===== config.mk =====
export PLATFORM = sky130hd
export DESIGN_NAME = bomb_countdown
export DESIGN_NICKNAME = d
export VERILOG_FILES = /design/src/rtl/bomb_countdown.sv
export SDC_FILE = /design/constraint.sdc
export NUM_CORES = 1
export LEC_CHECK = 0
export BUFFER_PORTS_ARGS = -buffer_cell sky130_fd_sc_hd__buf_2
export CELL_PAD_IN_SITES_DETAIL_PLACEMENT = 1
export CELL_PAD_IN_SITES_GLOBAL_PLACEMENT = 2
export CORE_ASPECT_RATIO = 1.25
export CORE_MARGIN = 1
export CORE_UTILIZATION = 38
export DETAILED_ROUTE_END_ITERATION = 12
export PLACE_DENSITY_LB_ADDON = 0.1
export RECOVER_POWER = 25
export SLEW_MARGIN = 20
export SYNTH_ARGS = -nofsm -noshare
export SYNTH_HDL_FRONTEND = slang
export SYNTH_SLANG_ARGS = --single-unit

===== constraint.sdc =====
create_clock -name clk -period 2.7 [get_ports clk]
set_clock_uncertainty 0.2 [all_clocks]
set_input_delay 0.405 -clock clk [delete_from_list [all_inputs] [get_ports clk]]
set_output_delay 0.405 -clock clk [all_outputs]
set_load 0.02 [all_outputs]

===== src/rtl/bomb_countdown.sv =====
// Countdown timer for the bomb FSM: free-running one-second tick plus a two-digit BCD seconds counter.
// Optional build macro COUNTDOWN_TURBO_EN adds a `turbo` input that shortens the tick to a tenth of a second.
module bomb_countdown #(
  parameter int CLK_FREQ_HZ = 50000000,
  parameter int LOAD_TENS   = 1,
  parameter int LOAD_ONES   = 6,
  parameter int WARN_SECS   = 5
) (
  input  logic       clk,
  input  logic       resetN,
  input  logic       countLoadN,
  input  logic       countEnable,
`ifdef COUNTDOWN_TURBO_EN
  input  logic       turbo,
`endif
  output logic       OneSecPulse,
  output logic [3:0] tens,
  output logic [3:0] ones,
  output logic       timerEnd,
  output logic       lowTime
);

  localparam int PW = (CLK_FREQ_HZ > 1) ? $clog2(CLK_FREQ_HZ) : 1;
  localparam logic [PW-1:0] LAST_FULL = PW'(CLK_FREQ_HZ - 1);
`ifdef COUNTDOWN_TURBO_EN
  localparam logic [PW-1:0] LAST_TURBO = PW'(CLK_FREQ_HZ / 10 - 1);
`endif

  if (LOAD_TENS < 0 || LOAD_TENS > 9 || LOAD_ONES < 0 || LOAD_ONES > 9 || CLK_FREQ_HZ < 10) begin : g_bad_param
    $error("bomb_countdown: LOAD digits must be 0..9 and CLK_FREQ_HZ must be >= 10");
  end

  function automatic logic [7:0] bcd_dec(input logic [3:0] t, input logic [3:0] o);
    if (o != 4'd0) return {t, o - 4'd1};
    else           return {t - 4'd1, 4'd9};
  endfunction

  logic [PW-1:0] prescaler;
  logic [PW-1:0] last;
  logic          hit;
  logic          at_zero;
  logic [6:0]    count_bin;

  always_comb begin
    last = LAST_FULL;
`ifdef COUNTDOWN_TURBO_EN
    if (turbo) last = LAST_TURBO;
`endif
  end

  // >= rather than == so a shorter limit taking effect mid-period still fires promptly
  assign hit         = (prescaler >= last);
  assign OneSecPulse = resetN & countLoadN & hit;

  assign at_zero   = (tens == 4'd0) && (ones == 4'd0);
  assign count_bin = {3'b000, tens} * 7'd10 + {3'b000, ones};
  assign timerEnd  = at_zero;
  assign lowTime   = !at_zero && (count_bin <= 7'(WARN_SECS));

  always_ff @(posedge clk or negedge resetN) begin
    if (!resetN) begin
      prescaler <= '0;
      tens      <= 4'(LOAD_TENS);
      ones      <= 4'(LOAD_ONES);
    end else if (!countLoadN) begin
      prescaler <= '0;
      tens      <= 4'(LOAD_TENS);
      ones      <= 4'(LOAD_ONES);
    end else begin
      // prescaler never stops: the FSM needs ticks while the count is paused
      if (hit) prescaler <= '0;
      else     prescaler <= prescaler + 1'b1;
      if (hit && countEnable && !at_zero) {tens, ones} <= bcd_dec(tens, ones);
    end
  end

endmodule

==> run metrics, run 1 <==
Tmin final=2.97 ns; largest net degree at the start of global routing=35; Hold Path Class=in -> reg; gp weighted congestion=0.764; Vias/cell=around 5.5; count of cell types in the netlist=42; TritonCTS clock tree=done; Starting Density=40.3%; largest area contributor in the netlist=dfrtp_1; status=complete, but fails checks; Most used DFF post-synth=dfrtp_1; Post-CTS Setup Inserts=0; crit path buf inv count=2; CP max stage cell=fa_2; unrepaired setup endpoints after global routing=true; CP Max Fanout=2; DP HPWL=3.59 mm; total wire length=4.69 mm; initial antenna violation count=0; Synth async-reset ratio=100%; routed len/inst=16.4 um; layout cell share with drive strength beyond 1=20.9%; Startpoint Class=register; Ports=15; placed cell areas=about 2200 um2; H-tree depth=2; Core Area=4800 um2; Reg2Reg Depth=7; # fillers=538; Final Hold Fails=0; number of global-route vias before repair=1689; Slew headroom=-24.1%; fin util=around half; Ys Warns=0; dpl ws=-0.0846 ns; FMAX=0.337 GHz; CP Depth=8; n_diodes=0; total power=1.01 mW; Mapped Cells=199; PwrDens=roughly 430 nW/um2; worst slew pin tran=1.86 ns; worst skew pair latency=roughly 0.28 ns; row count=28; Die Area=about 5400 um2; crit-path cells=ha_4 -> ha_4 -> inv_2 -> fa_2 -> nor3b_2 -> a21oi_2 -> a2111oi_4 -> buf_4; worst setup path class=reg -> out; GRT Util Overall=19.7%; first-pass GRT wire length=7.90 mm; clk slew on worst S/H paths=0.07 ns; Setup WS post-layout=-0.266 ns; sequential area share after synthesis=44.1%; Chip Height=81.8 um; critical path data required time=2.10 ns; Post-synth EDFFs=0; hold_buf cts=0; Worst path max stage delay=0.55 ns; Tcrit/Tclk final=110%; Final TNS setup=-0.266 ns; Synth Net Count=about 210; CP endpoint kind=output pin; GRT overflow=0; Top delay family on crit path=adder cells; antenna-violating nets left=0; Cell Area, Synth=between 1500 and 2000 um2; Horiz. Die Dim=65.8 um; Seq cells post-synth=34; Residual DRC=0; design area=around 2300 um2; vias=1566; MaxCap Viol Count=1; cell repeated most along the worst path=ha_4; Fin Hold WS=between 0.2 and 0.3 ns; synth cell count leaders=nor2_1 (36), dfrtp_1 (31), xnor2_1 (14); most frequent cell after synthesis=nor2_1; VDD IR max=0.274 mV; IO Port Bufs=14; Num CTS Buffers=5; Leak Pwr=approximately 0.97 nW; CTS Sinks=34; Avg Synthesized Cell Area=9.73 um2; Layout Cells excl Fill=285; Root Driver=clkbuf_8; Max clock buf depth=2; Final nets=between 200 and 250; DR iter-0 viols=41; Yosys top cell area share=40.1%; Area Growth Syn to Fin=20.0%; Final Slew Violations=35; placed cell count=277; first-pass detailed-route iteration total=4; Setup Viol. Count Final=1; Hold Crit Depth=2; failing checks=max-capacitance violations, max-slew violations, negative setup slack; Arrival @ worst endpoint=2.36 ns; top cells by area, synth=dfrtp_1 (40%), nor2_1 (7.0%), xnor2_1 (6.3%), ha_1 (5.2%), xor2_1 (5.0%)
[path summary, 6_finish.rpt]
path,slack [ns],endpoint,start
setup / recovery,-0.27,lowTime,tens[1]
hold / removal,0.26,tens[0],countLoadN
setup reg to reg,0.42,tens[2],tens[0]
hold reg to reg,0.27,prescaler[0],prescaler[0]
max in group asynchronous,0.49,tens[3],resetN
min in group asynchronous,0.60,prescaler[21],resetN
[where the power goes]
part           leakage [nW]  internal (mW)  switching, mW
logic                 0.461        0.00688         0.0237
registers             0.459          0.513        0.00307
clock network        0.0524          0.276          0.183
total                 0.972          0.796          0.210
[what timing repair did]
item | in CTS | in global routing
resized for setup | 6 | 0
pin swaps | 5 | 0
setup endpoints to repair | 1 | 1
[layer usage]
layer,vias up,wire (um),track usage [%]
li1,748,-,-
met1,783,1960,21.9
met2,27,2520,36.3
met3,8,125,4.17
met4,0,82,7.17
met5,-,0,0
[cell usage in the layout (no fill, tap or decap), types with 2 or more instances in the layout]
cell type	Yosys	layout
a21oi_1	5	4
and3_1	5	5
and4_1	2	2
buf_2	0	12
buf_4	0	8
clkbuf_1	4	4
clkbuf_8	0	5
dfrtp_1	31	29
dfrtp_2	0	2
dfstp_2	3	3
ha_1	8	5
ha_4	0	3
inv_1	8	7
nand2_1	13	13
nand2b_1	3	3
nand3_1	11	11
nand4_1	4	4
nor2_1	36	36
nor3_1	7	7
nor4_1	2	2
nor4_4	2	2
o21ai_0	4	4
o21bai_1	2	2
or4_1	2	2
xnor2_1	14	13
xor2_1	11	11
[logic make-up after synthesis]
group,count (synthesis),synth area share [%]
xor gates and xnor gates,25,11.3
AOI/OAI and AO/OA,22,7.63
buffers and inverters,12,2.33
adders and majority gates,10,7.24
muxes,1,0.517
DFF,34,44.1
and+or+nand+nor,95,26.8
[layout make-up]
cell class,count,area [um2],share of cell area [%]
Clock inverter,1,30.0,1.29
Multi-Input combinational cell,153,1130,48.5
Clock buffer,7,76.3,3.29
Tap cell,60,75.1,3.23
Inverter,8,30.0,1.29
Timing Repair Buffer,22,128,5.50
Sequential cell,34,857,36.9
[state kept, by name (all words and copies together), names as in the netlist]
signal and count:
prescaler 26, tens 4, ones 4
Note: power is estimated with default switching activity, not from simulation.
==> run 2: changes to the inputs <==
--- a/config.mk
+++ b/config.mk
@@ -8,10 +8,11 @@
 export BUFFER_PORTS_ARGS = -buffer_cell sky130_fd_sc_hd__buf_2
 export CELL_PAD_IN_SITES_DETAIL_PLACEMENT = 1
 export CELL_PAD_IN_SITES_GLOBAL_PLACEMENT = 2
-export CORE_ASPECT_RATIO = 1.25
+export CORE_ASPECT_RATIO = 0.6
 export CORE_MARGIN = 1
 export CORE_UTILIZATION = 38
 export DETAILED_ROUTE_END_ITERATION = 12
+export GPL_TIMING_DRIVEN = 1
 export PLACE_DENSITY_LB_ADDON = 0.1
 export RECOVER_POWER = 25
 export SLEW_MARGIN = 20
==> run metrics, run 2 (synthesis gave the netlist of run 1 again) <==
status=complete, but fails checks; failing checks=max-capacitance violations, max-slew violations, negative setup slack; share of total power in the clock network=about two fifths; PwrDens=407 nW/um2; Worst path max stage delay=0.56 ns; first-pass detailed-route iteration total=5; internal power=726 uW; most common cell after layout, fill and taps aside=nor2_1; Final TNS setup=-0.339 ns; crit-path cells=ha_4 -> ha_4 -> inv_2 -> fa_2 -> xnor2_2 -> nor4bb_4 -> a21oi_2 -> a2111oi_4 -> buf_4; MaxCap Viol Count=1; DP HPWL=4.03 mm; Sw Pwr=217 uW; CP Max Fanout=2; Startpoint Class=register; worst slew pin tran=1.86 ns; Hold Path Class=in -> reg; Residual DRC=0; IO Port Bufs=14; Reg2Reg Depth=7; met3 Resource Use GR=5.07%; Final nets=around 240; Horiz. Die Dim=94.1 um; GRT Util Overall=22.0%; Fin Hold WS=approximately 0.26 ns; Area Growth Syn to Fin=19.8%; Vias/cell=5.36; Layout Cells excl Fill=288; GRT overflow=0; Core Area=4730 um2; Die Area=between 5000 and 6000 um2; Max clock buf depth=2; Chip Height=~57 um; first-pass GRT wire length=between 8 and 9 mm; Hold Path End=ones[1]; largest net degree at the start of global routing=35; combinational power share=3.4%; Setup WS post-layout=-0.339 ns; Num CTS Buffers=5; Final Slew Violations=35; Final Hold Fails=0; routed len/inst=18.3 um; row count=19; antenna-violating nets left=0; grt met1 use=33.7%; placed cell count=280; Ports=15; worst setup path class=reg -> out; worst skew pair latency=just under 0.3 ns; dpl ws=-0.123 ns; max reg flops=26; cell repeated most along the worst path=ha_4; Reg2Reg Launch Point=prescaler[18]; vias=1544; critical path data required time=2.10 ns; CP endpoint kind=output pin; Tcrit/Tclk final=113%; total wire length=5.27 mm; Leak Pwr=0.973 nW; relative contribution of sequential cells to total power=54.8%; number of global-route vias before repair=1626; Regs by FF count=prescaler x26, ones x4, tens x4; FMAX=roughly 0.33 GHz; gp weighted congestion=~0.8; Starting Density=40.9%; Slew headroom=-23.7%; unrepaired setup endpoints after global routing=true; worst r2r dst=tens[2]; H-tree depth=2; M2 GR Usage=31.1%; Sw Share=23.0%; DR iter-0 viols=36; initial antenna violation count=0; VDD IR max=0.211 mV; most frequent cells in the layout=nor2_1 (34), dfrtp_1 (29), xnor2_1 (13); Biggest register=prescaler; Root Driver=clkbuf_8; n_diodes=0; HP Start=countLoadN; GRT Max-Usage Layer=met1; clk slew on worst S/H paths=0.07 ns; layout cell share with drive strength beyond 1=22.7%; Setup Viol. Count Final=1; TritonCTS clock tree=done; Arrival @ worst endpoint=2.43 ns; Tmin final=3.04 ns; CP max stage cell=dfstp_2; CTS Sinks=34; R2R setup slack=0.34 ns; CP startpoint=tens[0]; Hold Crit Depth=2
## run 2: critical path: cells and delay by family, from the launching register on
kind            cells  cell delay [ns]
flops               1             0.56
fa+ha+maj           3             0.63
xor+xnor            1             0.18
compound gates      2             0.30
simple gates        1             0.25
buf+inv             2             0.23
## run 2: worst max path at each step
stage              end  depth (start not counted)
6_report       lowTime                          9
5_1_grt        lowTime                          9
4_1_cts        lowTime                          8
3_5_place_dp   lowTime                          9
2_1_floorplan  lowTime                          8
3_3_place_gp   lowTime                          9
## run 2: routing by layer
metal	wire [um]	part of all wire [%]	up-vias
met3	138	2.6	5
met1	2890	55	774
met2	2190	42	22
met5	0	0	-
li1	-	-	743
met4	42	0.80	0
## run 2: final cells by class
| type | instances | area, um2 |
|---|---|---|
| Inverter | 8 | 30.0 |
| Multi-Input combinational cell | 153 | 1130 |
| Clock buffer | 7 | 86.3 |
| Clock inverter | 1 | 5.00 |
| Tap cell | 63 | 78.8 |
| Sequential cell | 34 | 857 |
| Fill cell | 543 | 2410 |
| Timing Repair Buffer | 22 | 128 |
## run 2: power by group through the flow
stage	clock network (mW)	logic (mW)	registers, mW
finish	0.395	0.0319	0.516
global route	0.423	0.0363	0.517
CTS	0.397	0.0333	0.516
detailed placement	0	0.0332	0.526
global placement	0	0.0321	0.526
floorplan	0	0.0128	0.525
## run 2: timing repair
action                                  4_1_cts  5_1_grt
gates cloned                                  0        0
hold buffers                                  0        0
resized for setup                             6        3
endpoints found under the setup margin        1        2
buffers inserted                              0        0
pin swaps                                     1        2
## run 2: metrics by stage
step	utilization (%)	instance area, um2	total power [mW]
floorplan	-	2000	0.538
global placement	46.3	2190	0.558
detailed placement	46.3	2190	0.559
CTS	49.0	2320	0.947
global route	49.0	2320	0.976
finish	49.0	2320	0.943
